**config.mk**
```make
export PLATFORM = sky130hd
export DESIGN_NAME = config_frame_mem
export DESIGN_NICKNAME = d
export VERILOG_FILES = /design/src/rtl/config_frame_pkg.sv /design/src/rtl/config_frame_map.sv /design/src/rtl/config_frame_mem.sv
export SDC_FILE = /design/constraint.sdc
export NUM_CORES = 1
export LEC_CHECK = 0
export CAP_MARGIN = 10
export CORE_MARGIN = 1.5
export CORE_UTILIZATION = 48
export CTS_CLUSTER_SIZE = 40
export DETAILED_ROUTE_END_ITERATION = 7
export HOLD_SLACK_MARGIN = 0.03
export PLACE_DENSITY = 0.9
export SLEW_MARGIN = 20
export SYNTH_ARGS = -nofsm -noshare
export SYNTH_HDL_FRONTEND = slang
export SYNTH_SLANG_ARGS = --single-unit
```
**constraint.sdc**
```tcl
create_clock -name CLK -period 3.7 [get_ports CLK]
set_clock_uncertainty 0.05 [all_clocks]
set_input_delay 0.555 -clock CLK [delete_from_list [all_inputs] [get_ports CLK]]
set_output_delay 0.555 -clock CLK [all_outputs]
set_load 0.01 [all_outputs]
```
**src/rtl/config_frame_pkg.sv**
```systemverilog
// Shared FSM state type and elaboration-time mapping helpers for config_frame_mem.
package config_frame_pkg;

    typedef enum logic {
        ST_IDLE   = 1'b0,
        ST_COMMIT = 1'b1
    } state_e;

    // Frames needed to cover every exported config bit.
    function automatic int calc_nf(input int no_bits, input int frame_bits);
        return (no_bits + frame_bits - 1) / frame_bits;
    endfunction

    // Flat ConfigBits index of frame f, bit b; -1 when the bit falls below bit 0.
    function automatic int cfg_index(input int f, input int b, input int no_bits, input int frame_bits);
        int idx;
        idx = no_bits - 1 - (f * frame_bits + frame_bits - 1 - b);
        return (idx < 0) ? -1 : idx;
    endfunction

endpackage

```
**src/rtl/config_frame_map.sv**
```systemverilog
// Combinational scatter (frame word -> flat mask/bits) and gather (flat vector -> frame word)
// between frame-addressed words and the flat ConfigBits layout.
module config_frame_map
    import config_frame_pkg::*;
#(
    parameter int FrameBitsPerRow = 32,
    parameter int NoConfigBits    = 88,
    parameter int FrameAddrW      = 5
) (
    input  logic [FrameAddrW-1:0]      i_wr_frame,
    input  logic [FrameBitsPerRow-1:0] i_wr_word,
    output logic [NoConfigBits-1:0]    o_wr_mask,
    output logic [NoConfigBits-1:0]    o_wr_bits,
    input  logic [FrameAddrW-1:0]      i_rd_frame,
    input  logic [NoConfigBits-1:0]    i_rd_flat,
    output logic [FrameBitsPerRow-1:0] o_rd_word
);

    localparam int NF   = calc_nf(NoConfigBits, FrameBitsPerRow);
    localparam int IdxW = (NoConfigBits > 1) ? $clog2(NoConfigBits) : 1;

    always_comb begin
        int idx;
        // NOTE: every output gets a default before the loops so no path can infer a latch.
        o_wr_mask = '0;
        o_wr_bits = '0;
        o_rd_word = '0;
        idx       = 0;
        for (int f = 0; f < NF; f++) begin
            for (int b = 0; b < FrameBitsPerRow; b++) begin
                idx = cfg_index(f, b, NoConfigBits, FrameBitsPerRow);
                if (idx >= 0) begin
                    if (i_wr_frame == FrameAddrW'(f)) begin
                        o_wr_mask[idx[IdxW-1:0]] = 1'b1;
                        o_wr_bits[idx[IdxW-1:0]] = i_wr_word[b];
                    end
                    if (i_rd_frame == FrameAddrW'(f)) begin
                        o_rd_word[b] = i_rd_flat[idx[IdxW-1:0]];
                    end
                end
            end
        end
    end

endmodule

```
**src/rtl/config_frame_mem.sv**
```systemverilog
// Double-buffered tile configuration memory: frames load a shadow bank, commit copies it atomically
// to the active bank. Define CONFIG_FRAME_MEM_READBACK_EN to enable active-bank readback.
module config_frame_mem
    import config_frame_pkg::*;
#(
    parameter int MaxFramesPerCol = 20,
    parameter int FrameBitsPerRow = 32,
    parameter int NoConfigBits    = 88,
    localparam int FrameAddrW     = $clog2(MaxFramesPerCol),
    localparam int PendW          = $clog2(MaxFramesPerCol + 1)
) (
    input  logic                       CLK,
    input  logic                       resetn,
    input  logic                       wr_valid,
    output logic                       wr_ready,
    input  logic [FrameAddrW-1:0]      wr_frame,
    input  logic [FrameBitsPerRow-1:0] wr_data,
    output logic                       wr_err,
    input  logic                       commit,
    output logic                       commit_done,
    output logic                       commit_err,
    output logic [PendW-1:0]           frames_pending,
    input  logic                       rd_req,
    input  logic [FrameAddrW-1:0]      rd_frame,
    output logic                       rd_valid,
    output logic [FrameBitsPerRow-1:0] rd_data,
    output logic [NoConfigBits-1:0]    ConfigBits,
    output logic [NoConfigBits-1:0]    ConfigBits_N
);

    localparam int NF = calc_nf(NoConfigBits, FrameBitsPerRow);

    state_e                     r_state;
    logic [NoConfigBits-1:0]    r_shadow;
    logic [NoConfigBits-1:0]    r_active;
    logic [NF-1:0]              r_written;
    logic                       r_wr_err;
    logic                       r_commit_done;
    logic                       r_commit_err;

    logic                       w_wr_fire;
    logic                       w_wr_in_range;
    logic                       w_commit_req;
    logic [PendW-1:0]           w_pending;
    logic [NoConfigBits-1:0]    w_wr_mask;
    logic [NoConfigBits-1:0]    w_wr_bits;
    logic [FrameAddrW-1:0]      w_rd_frame;
    logic [NoConfigBits-1:0]    w_rd_flat;
    logic [FrameBitsPerRow-1:0] w_rd_word;

    assign w_pending     = PendW'(NF) - PendW'($countones(r_written));
    // A pending commit request blocks writes so the copied shadow is exactly what was checked.
    assign wr_ready      = (r_state == ST_IDLE) && !commit;
    assign w_wr_fire     = wr_valid && wr_ready;
    assign w_wr_in_range = ({1'b0, wr_frame} < (FrameAddrW + 1)'(NF));
    assign w_commit_req  = (r_state == ST_IDLE) && commit;

    config_frame_map #(
        .FrameBitsPerRow (FrameBitsPerRow),
        .NoConfigBits    (NoConfigBits),
        .FrameAddrW      (FrameAddrW)
    ) u_map (
        .i_wr_frame (wr_frame),
        .i_wr_word  (wr_data),
        .o_wr_mask  (w_wr_mask),
        .o_wr_bits  (w_wr_bits),
        .i_rd_frame (w_rd_frame),
        .i_rd_flat  (w_rd_flat),
        .o_rd_word  (w_rd_word)
    );

    always_ff @(posedge CLK or negedge resetn) begin
        if (!resetn) begin
            // NOTE: both banks are reset so ConfigBits is defined as soon as resetn asserts.
            r_shadow <= '0;
        end else if (w_wr_fire && w_wr_in_range) begin
            r_shadow <= (r_shadow & ~w_wr_mask) | (w_wr_bits & w_wr_mask);
        end
    end

    always_ff @(posedge CLK or negedge resetn) begin
        if (!resetn) begin
            r_state       <= ST_IDLE;
            r_active      <= '0;
            r_written     <= '0;
            r_wr_err      <= 1'b0;
            r_commit_done <= 1'b0;
            r_commit_err  <= 1'b0;
        end else begin
            // NOTE: non-blocking updates mean a readback in the COMMIT cycle samples the old bank.
            r_wr_err      <= w_wr_fire && !w_wr_in_range;
            r_commit_err  <= w_commit_req && (w_pending != '0);
            r_commit_done <= 1'b0;
            case (r_state)
                ST_IDLE: begin
                    if (w_commit_req && (w_pending == '0)) begin
                        r_state <= ST_COMMIT;
                    end else if (w_wr_fire && w_wr_in_range) begin
                        for (int f = 0; f < NF; f++) begin
                            if (wr_frame == FrameAddrW'(f)) r_written[f] <= 1'b1;
                        end
                    end
                end
                ST_COMMIT: begin
                    r_active      <= r_shadow;
                    r_written     <= '0;
                    r_commit_done <= 1'b1;
                    r_state       <= ST_IDLE;
                end
                default: r_state <= ST_IDLE;
            endcase
        end
    end

`ifdef CONFIG_FRAME_MEM_READBACK_EN
    logic                       r_rd_valid;
    logic [FrameBitsPerRow-1:0] r_rd_data;

    assign w_rd_frame = rd_frame;
    assign w_rd_flat  = r_active;

    always_ff @(posedge CLK or negedge resetn) begin
        if (!resetn) begin
            r_rd_valid <= 1'b0;
            r_rd_data  <= '0;
        end else begin
            r_rd_valid <= rd_req;
            if (rd_req) r_rd_data <= w_rd_word;
        end
    end

    assign rd_valid = r_rd_valid;
    assign rd_data  = r_rd_data;
`else
    logic w_unused_rd;

    // Constant gather inputs let synthesis strip the readback path entirely.
    assign w_rd_frame  = '0;
    assign w_rd_flat   = '0;
    assign w_unused_rd = ^{rd_req, rd_frame, w_rd_word};
    assign rd_valid    = 1'b0;
    assign rd_data     = '0;
`endif

    assign wr_err         = r_wr_err;
    assign commit_done    = r_commit_done;
    assign commit_err     = r_commit_err;
    assign frames_pending = w_pending;
    assign ConfigBits     = r_active;
    assign ConfigBits_N   = ~r_active;

endmodule

```
==> impl_metrics.toml <==
[global_routing]
grt_first_pass_wirelength_um = 26010
grt_pass1_vias = 5110
antenna_violations_before_repair = 0
globalRouteOverflowTotal = 0
grt.total_usage_pct = 21.11
grt_max_degree = 82

[setup_path]
cp_top_family = "simple AND/OR/NAND/NOR gates"
worstSetupEndpointType = "register"
critical-path-max-stage-delay_ns = 0.63
cp_slowest_cell = "or4b_2"
cp_num_buf_inv = 1
critPathRequiredTime_ns = 3.95
cp.arrival_ns = 2.86
critical_path.max_fanout = 33
critical_path_class = "reg -> reg"
crit_path_cell_trace = "or3b_1 > or4b_2 > buf_4 > mux2_4"
setup.worst_path.start_class = "register"
minimum_setup_slack_among_reg_to_reg_paths_ns = 1.09

[route]
drcViolationCount = 0
routed_via_density = 4.883
via_count = 5088
finalWirelength_um = 16520
dr.pass1.iters = 6
route.antenna.remaining_nets = 0
detailed_route_wire_length_per_cell_um = 15.85
drtIter0Drc = 186

[timing]
final-hold-violation-count = 0
max_slew_margin_pct = 48.38
grt_setup_unrepaired = "false"
drv_slew = 0
timing_worst_slew_pin_value_ns = 0.7742
period_needed_ns = 2.609
timing.final.crit_share_pct = 70.52
setup_viol = 0
max_clock_freq_mhz = 383.2
final.setup.tns_ns = 0

[die]
io-pin-count = 265
fp.coreArea_sq_um = 15090
row_count = 45
die_w_um = 126.6
floorplan.die_area_sq_um = 16040
dieHeight_um = 126.6
start_util_pct = 48.62

[clock_network]
clockRootBuffer = "clkbuf_16"
htree_num_levels = 4
clock_latency_ns = 0.42
post_cts.resized_instances = 0
cts-buffers-inserted = 17
clock_tree_from_tritoncts = "yes"
ctsLongestPathBuffers = 2
cts.hold.buffers_added = 0
clock-sinks = 183
postCtsSetupRepairBufs = 0
clkSlewWorstSetupHoldPaths_ns = 0.07

[logic_synthesis]
synth_area_per_cell_sq_um = 11.80
synth_top_cell_by_area = "dfrtp_1"
post_syn_instances = 622
synthesis.yosys.warnings = 0
synth_sequential_area_ratio_pct = 62.41
post-synth-top-area-fraction_pct = 62.41
ys_top_cells_by_area = "dfrtp_1 62%, mux2_2 8.3%, o21ai_0 6.0%"
ys_seq_elements = 183
count_of_cell_types_in_the_netlist = 24
synth.cell_area_sq_um = 7337

[layout]
most-common-layout-cells = "221 x clkdlybuf4s50_1, 182 x dfrtp_1, 91 x inv_1"
insertedDiodeCount = 0
final_nets = 889
syn2layout_area_growth_pct = 39.27
layout-drive-gt1-share_pct = 14.87
final_common_cell = "clkdlybuf4s50_1"

[power]
p_int_mw = 4.569
power_frac_seq_pct = 40.7
ir_worst_vdd_mv = 0.3752
power_leakage_nw = 4.744
swShare_pct = 29.08
power_mw = 6.442
power.net_switching_mw = 1.873
share_of_power_burned_in_combinational_logic_pct = 30.3
cellPowerDensity_nw_per_um2 = 630.4
pwr-share-clk_pct = 29.0

[run_status]
outcome = "finished, final reports clean"

[placed_design]
gp_congestion = 0.7599
number_of_i_o_port_buffers = 222
dp_hpwl_um = 11490

[flow_run]
cap_viol_max_count = 0

[worst_hold_path]
hp-class = "in -> async"
-- through the flow --
step	util, %	area (sq um)	hold WS (ns)	setup WS [ns]	std cells
floorplan	-	7468	0.2094	1.493	657
global placement	63.66	9605	0.4081	0.7336	1010
detailed placement	63.66	9605	0.4158	0.6952	1010
CTS	67.72	10220	0.1400	1.098	1042
global route	67.72	10220	0.1719	1.034	1042
finish	67.72	10220	0.1116	1.091	1042
-- synthesized netlist by cell type, drive strengths merged --
library cell	count
clkbuf	22
mux2	88
dfrtp	183
o21ba	1
or3b	1
or3	1
or4b	1
nand2	89
buf	43
conb	1
nand2b	1
nor3	1
nor4bb	1
o21ai	88
a21oi	4
inv	91
nor2	3
fa	1
nor4	2
-- power groups by stage --
stage,Clock [mW],Sequential [mW],Combinational (mW)
2_1_floorplan,0,2.71,0.700
3_3_place_gp,0,2.63,1.91
3_5_place_dp,0,2.65,1.96
4_1_cts,1.90,2.62,1.97
5_1_grt,1.99,2.67,2.10
6_report,1.87,2.62,1.95
-- worst reg2reg max path: stages (launching register included) --
cell,delay (ns)
dfrtp_4,0.59
or3b_1,0.48
or4b_2,0.63
buf_4,0.36
mux2_4,0.40
-- routing by layer --
metal  track usage (%)  share of wire [%]  vias up
li1                  -                  -     2348
met1             25.89                 42     2527
met2             35.68                 50      187
met3             5.230                5.0       26
met4             9.128                2.5        0
met5                 0                  0        -
-- path summary, 6_finish.rpt --
| kind | start | end | depth (start not counted) |
|---|---|---|---|
| min in group CLK | register | ConfigBits[3]$_DFFE_PN0P_ | 2 |
| max reg2reg | r_state$_DFF_PN0_ | register | 4 |
| min reg2reg | register | ConfigBits[3]$_DFFE_PN0P_ | 2 |
| max in group asynchronous | resetn | ConfigBits[70]$_DFFE_PN0P_ | 2 |
| min | resetn | ConfigBits[22]$_DFFE_PN0P_ | 1 |
| max | r_state$_DFF_PN0_ | register | 4 |
-- cells by family after synthesis --
| logic type | Yosys count | share of synthesized area (%) |
|---|---|---|
| DFF | 183 | 62.41 |
| and+or+nand+nor | 100 | 5.662 |
| adders and majority gates | 1 | 0.2729 |
| other | 1 | 0.05111 |
| muxes | 88 | 14.99 |
| buffers and inverters | 156 | 10.20 |
| AOI/OAI and AO/OA | 93 | 6.412 |
-- cell type report --
class                           count  area [sq um]
Clock buffer                       20         446.7
Sequential cell                   183          4583
Multi-Input combinational cell    318          2150
Inverter                           91         341.6
Timing Repair Buffer              230          2296
Tap cell                          188         235.2
Clock inverter                     12         166.4
Fill cell                        1096          4871
No activity file was read; power rests on OpenSTA's default activity.
